File: src/rtl/xmuladd_sched_pkg.sv
// Shared definitions for the muladd job scheduler: configdata field layout,
// run-length width, scheduler state encoding and field-extraction helpers.
package xmuladd_sched_pkg;

  localparam int MEM_ADDR_W       = 8;
  localparam int PERIOD_W         = 4;
  localparam int DELAY_W          = 4;

  localparam int ITER_OFF         = 0;
  localparam int PERIOD_OFF       = ITER_OFF + MEM_ADDR_W;
  localparam int DELAY_OFF        = PERIOD_OFF + PERIOD_W;
  localparam int MULADD_CONF_BITS = DELAY_OFF + DELAY_W;

  // Wide enough for delay + iterations*period + pipeline latency.
  localparam int RUNLEN_W         = MEM_ADDR_W + PERIOD_W + 1;

  typedef enum logic [1:0] {
    MSCHED_IDLE = 2'd0,
    MSCHED_LOAD = 2'd1,
    MSCHED_RUN  = 2'd2,
    MSCHED_RESP = 2'd3
  } msched_state_e;

  function automatic logic [MEM_ADDR_W-1:0] conf_iters(input logic [MULADD_CONF_BITS-1:0] conf);
    return conf[ITER_OFF +: MEM_ADDR_W];
  endfunction

  function automatic logic [PERIOD_W-1:0] conf_period(input logic [MULADD_CONF_BITS-1:0] conf);
    return conf[PERIOD_OFF +: PERIOD_W];
  endfunction

  function automatic logic [DELAY_W-1:0] conf_delay(input logic [MULADD_CONF_BITS-1:0] conf);
    return conf[DELAY_OFF +: DELAY_W];
  endfunction

  // Cycles the muladd needs before flow_out holds the finished result.
  function automatic logic [RUNLEN_W-1:0] conf_run_len(input logic [MULADD_CONF_BITS-1:0] conf,
                                                      input logic [RUNLEN_W-1:0]         pipe_lat);
    logic [RUNLEN_W-1:0] iters;
    logic [RUNLEN_W-1:0] period;
    logic [RUNLEN_W-1:0] delay;
    iters  = RUNLEN_W'(conf_iters(conf));
    period = RUNLEN_W'(conf_period(conf));
    delay  = RUNLEN_W'(conf_delay(conf));
    return delay + iters * period + pipe_lat;
  endfunction

endpackage

File: src/rtl/xmuladd_sched_xrr_arbiter.sv
// Combinational round-robin picker: the search starts one past the last
// granted index and wraps, so every active requester is served in turn.
module xrr_arbiter #(
  parameter  int N    = 4,
  localparam int ID_W = $clog2(N)
) (
  input  logic [N-1:0]    req_i,
  input  logic [ID_W-1:0] last_i,
  output logic [N-1:0]    grant_o,
  output logic            valid_o,
  output logic [ID_W-1:0] id_o
);

  // Walk the requesters in rotating priority order and take the first one.
  always_comb begin
    int             pos;
    logic [ID_W-1:0] idx;
    logic           found;
    grant_o = '0;
    id_o    = '0;
    found   = 1'b0;
    for (int k = 1; k <= N; k++) begin
      pos = int'(last_i) + k;
      if (pos >= N) pos = pos - N;
      idx = ID_W'(pos);
      if (!found && req_i[idx]) begin
        found        = 1'b1;
        grant_o[idx] = 1'b1;
        id_o         = idx;
      end
    end
    valid_o = found;
  end

endmodule

File: src/rtl/xmuladd_sched.sv
// Time-shares one muladd among N_REQ requesters: round-robin grant, config
// load with a start strobe, run-length countdown, tagged result capture.
module xmuladd_sched
  import xmuladd_sched_pkg::*;
#(
  parameter  int N_REQ    = 4,
  parameter  int DATA_W   = 32,
  parameter  int PIPE_LAT = 4,
  localparam int ID_W     = $clog2(N_REQ)
) (
  input  logic                              clk,
  input  logic                              rst,
  input  logic [N_REQ-1:0]                  req_valid_i,
  input  logic [N_REQ*MULADD_CONF_BITS-1:0] req_conf_i,
  output logic [N_REQ-1:0]                  req_ready_o,
  input  logic                              abort_i,
  output logic [MULADD_CONF_BITS-1:0]       mul_conf_o,
  output logic                              mul_start_o,
  input  logic [DATA_W-1:0]                 mul_out_i,
  output logic                              res_valid_o,
  input  logic                              res_ready_i,
  output logic [ID_W-1:0]                   res_id_o,
  output logic [DATA_W-1:0]                 res_data_o,
  output logic                              res_err_o,
  output logic                              busy_o
);

  msched_state_e               state_q, state_d;
  logic [ID_W-1:0]             last_q, last_d;
  logic [ID_W-1:0]             job_id_q, job_id_d;
  logic [MULADD_CONF_BITS-1:0] conf_q, conf_d;
  logic                        start_q, start_d;
  logic [RUNLEN_W-1:0]         cnt_q, cnt_d;
  logic [ID_W-1:0]             res_id_q, res_id_d;
  logic [DATA_W-1:0]           res_data_q, res_data_d;
  logic                        res_err_q, res_err_d;

  logic [N_REQ-1:0]            grant;
  logic                        grant_valid;
  logic [ID_W-1:0]             grant_id;
  logic [MULADD_CONF_BITS-1:0] conf_sel;
  logic [RUNLEN_W-1:0]         run_len;

  xrr_arbiter #(.N(N_REQ)) u_arb (
    .req_i   (req_valid_i),
    .last_i  (last_q),
    .grant_o (grant),
    .valid_o (grant_valid),
    .id_o    (grant_id)
  );

  // Pick the winning requester's configuration word out of the packed bus.
  always_comb begin
    conf_sel = '0;
    for (int i = 0; i < N_REQ; i++) begin
      if (grant_id == ID_W'(i)) conf_sel = req_conf_i[i*MULADD_CONF_BITS +: MULADD_CONF_BITS];
    end
  end

  assign run_len = conf_run_len(conf_q, RUNLEN_W'(PIPE_LAT));

  // Next-state logic; the LOAD cycle already counts as the first cycle of the
  // run window, so the counter starts at L-1 and the capture lands on cycle L.
  always_comb begin
    state_d    = state_q;
    last_d     = last_q;
    job_id_d   = job_id_q;
    conf_d     = conf_q;
    start_d    = 1'b0;
    cnt_d      = cnt_q;
    res_id_d   = res_id_q;
    res_data_d = res_data_q;
    res_err_d  = res_err_q;
    case (state_q)
      MSCHED_IDLE: begin
        if (grant_valid) begin
          conf_d   = conf_sel;
          job_id_d = grant_id;
          last_d   = grant_id;
          start_d  = 1'b1;
          state_d  = MSCHED_LOAD;
        end
      end
      MSCHED_LOAD: begin
        if (abort_i) begin
          state_d = MSCHED_IDLE;
        end else if (conf_iters(conf_q) == '0) begin
          res_data_d = '0;
          res_err_d  = 1'b1;
          res_id_d   = job_id_q;
          state_d    = MSCHED_RESP;
        end else begin
          cnt_d   = run_len - RUNLEN_W'(1);
          state_d = MSCHED_RUN;
        end
      end
      MSCHED_RUN: begin
        if (abort_i) begin
          state_d = MSCHED_IDLE;
        end else if (cnt_q == RUNLEN_W'(1)) begin
          res_data_d = mul_out_i;
          res_err_d  = 1'b0;
          res_id_d   = job_id_q;
          state_d    = MSCHED_RESP;
        end else begin
          cnt_d = cnt_q - RUNLEN_W'(1);
        end
      end
      MSCHED_RESP: begin
        if (res_ready_i) state_d = MSCHED_IDLE;
      end
      default: state_d = MSCHED_IDLE;
    endcase
  end

  // State and datapath registers; last grant resets so requester 0 goes first.
  always_ff @(posedge clk or posedge rst) begin
    if (rst) begin
      state_q    <= MSCHED_IDLE;
      last_q     <= ID_W'(N_REQ - 1);
      job_id_q   <= '0;
      conf_q     <= '0;
      start_q    <= 1'b0;
      cnt_q      <= '0;
      res_id_q   <= '0;
      res_data_q <= '0;
      res_err_q  <= 1'b0;
    end else begin
      state_q    <= state_d;
      last_q     <= last_d;
      job_id_q   <= job_id_d;
      conf_q     <= conf_d;
      start_q    <= start_d;
      cnt_q      <= cnt_d;
      res_id_q   <= res_id_d;
      res_data_q <= res_data_d;
      res_err_q  <= res_err_d;
    end
  end

  assign req_ready_o = (state_q == MSCHED_IDLE) ? grant : '0;
  assign mul_conf_o  = conf_q;
  assign mul_start_o = start_q;
  assign res_valid_o = (state_q == MSCHED_RESP);
  assign res_id_o    = res_id_q;
  assign res_data_o  = res_data_q;
  assign res_err_o   = res_err_q;
  assign busy_o      = (state_q != MSCHED_IDLE);

endmodule

File: config.mk
export PLATFORM = sky130hd
export DESIGN_NAME = xmuladd_sched
export DESIGN_NICKNAME = d
export VERILOG_FILES = /design/src/rtl/xmuladd_sched_pkg.sv /design/src/rtl/xmuladd_sched_xrr_arbiter.sv /design/src/rtl/xmuladd_sched.sv
export SDC_FILE = /design/constraint.sdc
export NUM_CORES = 1
export LEC_CHECK = 0
export CORE_MARGIN = 5
export CORE_UTILIZATION = 44
export DETAILED_ROUTE_END_ITERATION = 10
export PLACE_DENSITY = 0.85
export SETUP_SLACK_MARGIN = 0.4
export SKIP_LAST_GASP = 1
export SYNTH_ARGS = -nofsm -noshare
export SYNTH_HDL_FRONTEND = slang
export SYNTH_HIERARCHICAL = 1
export SYNTH_SLANG_ARGS = --single-unit
File: constraint.sdc
create_clock -name clk -period 3.5 [get_ports clk]
set_input_delay 0.525 -clock clk [delete_from_list [all_inputs] [get_ports clk]]
set_output_delay 0.525 -clock clk [all_outputs]
set_load 0.05 [all_outputs]
==> metrics.csv <==
stage,metric,value,unit
die,Row Count,41,
yosys,"EDFF count, synth",0,
clock_network,hold buffer count at cts,0,
yosys,top-area cell type share of the netlist area,31.0,%
yosys,cell taking the most area after synthesis,dfrtp_1,
yosys,ranking of synthesized cells by area,"dfrtp_1, ha_1, mux4_2",
critical_path,CP Cell Sequence,"nand2_2, fa_1, fa_1, fa_1, inv_2, ha_4, o211ai_1, o211a_1, o21ai_1, o211ai_1, a21oi_1, o32a_1",
yosys,syn avg cell area,9.50,um^2
global_route,first-pass GRT wire length,25.0,mm
routing,antenna-violating nets left,0,
placed_design,placed instance count,905,
yosys,"Top FF cell, synth",dfrtp_1,
global_route,initial antenna violation count,0,
timing,slew margin rel.,30.2,%
timing,min cycle time layout,3.64,ns
die,Starting Density,44.6,%
placed_design,post-DP HPWL,11.3,mm
clock_network,CTS tree,done,
yosys,simple-gate share of the synthesized area,20.8,%
routing,DR iter-0 viols,303,
critical_path,crit path max-delay cell type,fa_1,
routing,drt pass-1 iters,4,
timing,unrepaired setup endpoints after global routing,true,
run,number of max-cap violations,0,
timing,fin crit share,104,%
critical_path,CP max stage delay,0.59,ns
global_route,Total GRT Usage,20.6,%
final_layout,Layout Nets,924,
timing,Worst Skew,0.00492,ns
outcome,failing checks,setup timing,
final_layout,filler instances,927,
timing,setup violators final,5,
critical_path,cell family with most CP delay,adder cells,
outcome,status,"complete, but fails checks",
yosys,Yosys reg bits,71,
placed_design,Place WS,-0.0286,ns
min_path,hold depth,2,
final_layout,Layout Cells excl Fill,946,
clock_network,Worst-Skew Late Latency,0.33,ns
critical_path,crit end category,flip-flop,
critical_path,CP Data Required Time,3.72,ns
timing,Fin. Hold Viols,0,
critical_path,CP startpoint kind,flip-flop,
critical_path,CP most frequent cell,fa_1,
critical_path,R2R depth,12,
yosys,asr flop ratio synth,100,%
routing,vias,5097,
die,core area,12500,um^2
yosys,Synth Warn #,6,
placed_design,Final Wtd Congestion,0.878,
routing,vias per inst,5.39,
critical_path,CP bufs+invs,1,
global_route,grt ovf,0,
clock_network,H-tree lvl count,3,
routing,routed len/inst,16.9,um
yosys,post-synthesis cell type count,71,
placed_design,Port Buf Inserts,161,
timing,Max Slew Vio Count,0,
die,Die Area,15000,um^2
yosys,syn_nets,742,
yosys,Post-Synthesis Cell Area,5580,um^2
critical_path,Critical Path Fanout Max,6,
clock_network,CTS buffer count,9,
yosys,Syn Inst Count,587,
final_layout,Storage cell area,1800,um^2
yosys,XOR/XNOR Fraction of Synth Area,1.41,%
timing,worst slew pin tran,1.04,ns
clock_network,clk buf depth,2,
final_layout,multi-input logic area,3550,um^2
critical_path,stages on the worst setup path,12,
final_layout,"commonest non-fill, non-tap cells in the layout","clkdlybuf4s50_1, nand2_1, inv_1",
min_path,worst min-delay path class,flip-flop to flip-flop,
critical_path,Setup CP Type,flip-flop to flip-flop,
die,Ports,162,
yosys,multiplexer area fraction after synthesis,8.03,%
yosys,compound-cell area share of the yosys netlist,16.6,%
clock_network,clock-pin slew on the worst setup and hold paths,0.06,ns
final_layout,antenna diode count,0,
routing,routed wire length,16.0,mm
timing,FMAX,0.275,GHz
global_route,largest net degree at the start of global routing,46,
yosys,main combinational cell family by area after synthesis,simple AND/OR/NAND/NOR gates,
clock_network,Root Buffer,clkbuf_16,
die,Die Y-Extent,123,um
final_layout,Area Overhead vs Synth,45.6,%
timing,post-route setup slack,-0.143,ns
final_layout,"most common cell after layout, fill and taps aside",clkdlybuf4s50_1,
final_layout,layout cells sized above 1,22.4,%
clock_network,# clock sinks,71,
critical_path,WP data arrival,3.86,ns
die,DIE WIDTH,123,um
yosys,Post-Synth Adder-Cell Area,13.6,%
routing,Residual DRC,0,
global_route,vias in the first global route,5291,
yosys,"Seq/Total Area, Yosys",31.9,%
[metal layers]
metal  track usage (%)  part of all wire (%)  vias up  wire length [um]
met5                 0                     0        -                 0
li1                  -                     -     2398                 -
met3              3.92                   6.7       38              1080
met1              23.5                    38     2437              6060
met2              37.6                    53      224              8410
met4              8.89                   2.7        0               432
[worst paths after layout]
kind / startpoint / end / slack, ns
worst max-delay path: mul_conf_o[10] / cnt_q[12] / -0.14
worst min-delay path: job_id_q[1] / job_id_q[1] / 0.48
worst max register to register: mul_conf_o[10] / cnt_q[12] / -0.14
worst min register to register: job_id_q[1] / job_id_q[1] / 0.48
max in group asynchronous: rst / res_data_o[15] / 2.20
min in group asynchronous: rst / res_id_o[0] / 0.53
[Yosys cell counts (3+ instances only)]
cell type / n
a21o_1: 4
a21oi_1: 17
a221o_1: 4
a31oi_1: 3
and2_1: 31
and3_1: 6
buf_2: 9
buf_6: 5
clkbuf_1: 9
dfrtp_1: 69
fa_1: 16
ha_1: 35
inv_1: 63
mux4_2: 17
nand2_1: 81
nand3_1: 16
nand3_2: 27
nor2_1: 21
nor2b_1: 3
nor3_1: 6
nor4_1: 4
o211ai_1: 7
o21ai_0: 33
o21ai_1: 12
o21ai_2: 20
o22a_1: 3
xnor2_1: 5
xor2_1: 4
[area by class of cell]
type	instances	area share [%]
well taps	172	2.65
multi-input cells	423	43.7
repair buffers	200	24.5
clock inverters	5	0.986
flip-flops and latches	71	22.1
clock buffers	11	3.11
inverters	64	2.96
[worst reg2reg max path: cells and delay by family (launching register included)]
kind	cells	cell delay, ns
adder cells (fa/ha/maj)	4	1.81
AO/OA/AOI/OAI	6	1.18
buffers and inverters	1	0.05
flip-flops	1	0.41
AND/OR/NAND/NOR	1	0.07
[flip-flops by register name, indices dropped and copies added, names as in the netlist]
name,count
res_err_o,1
mul_start_o,1
mul_conf_o,16
job_id_q,2
state_q,2
res_id_o,2
last_q,2
res_data_o,32
cnt_q,13
[logic make-up after synthesis]
| kind of cell | count (synthesis) |
|---|---|
| buffers and inverters | 93 |
| adder cells (fa/ha/maj) | 51 |
| multiplexers | 22 |
| AND/OR/NAND/NOR | 209 |
| AO/OA/AOI/OAI | 132 |
| XOR/XNOR | 9 |
| flip-flops | 71 |
[repair_timing]
item	4_1_cts	5_1_grt
resized for setup	13	19
setup endpoints to repair	13	15
pin swaps	12	15
gates cloned	0	0
setup buffers	13	12
[per-stage QoR]
step	setup TNS (ns)	area, um^2	utilization [%]	hold WS (ns)
floorplan	0	5620	-	0.443
global placement	0	7440	59.5	0.470
detailed placement	-0.0286	7440	59.5	0.471
CTS	0	7940	63.4	0.485
global route	-1.21	8120	64.9	0.498
finish	-0.393	8120	64.9	0.485
Power is left out: the tool's default activity adds up to more than one toggle a clock period on the data nets, which glitch-free logic cannot reach.
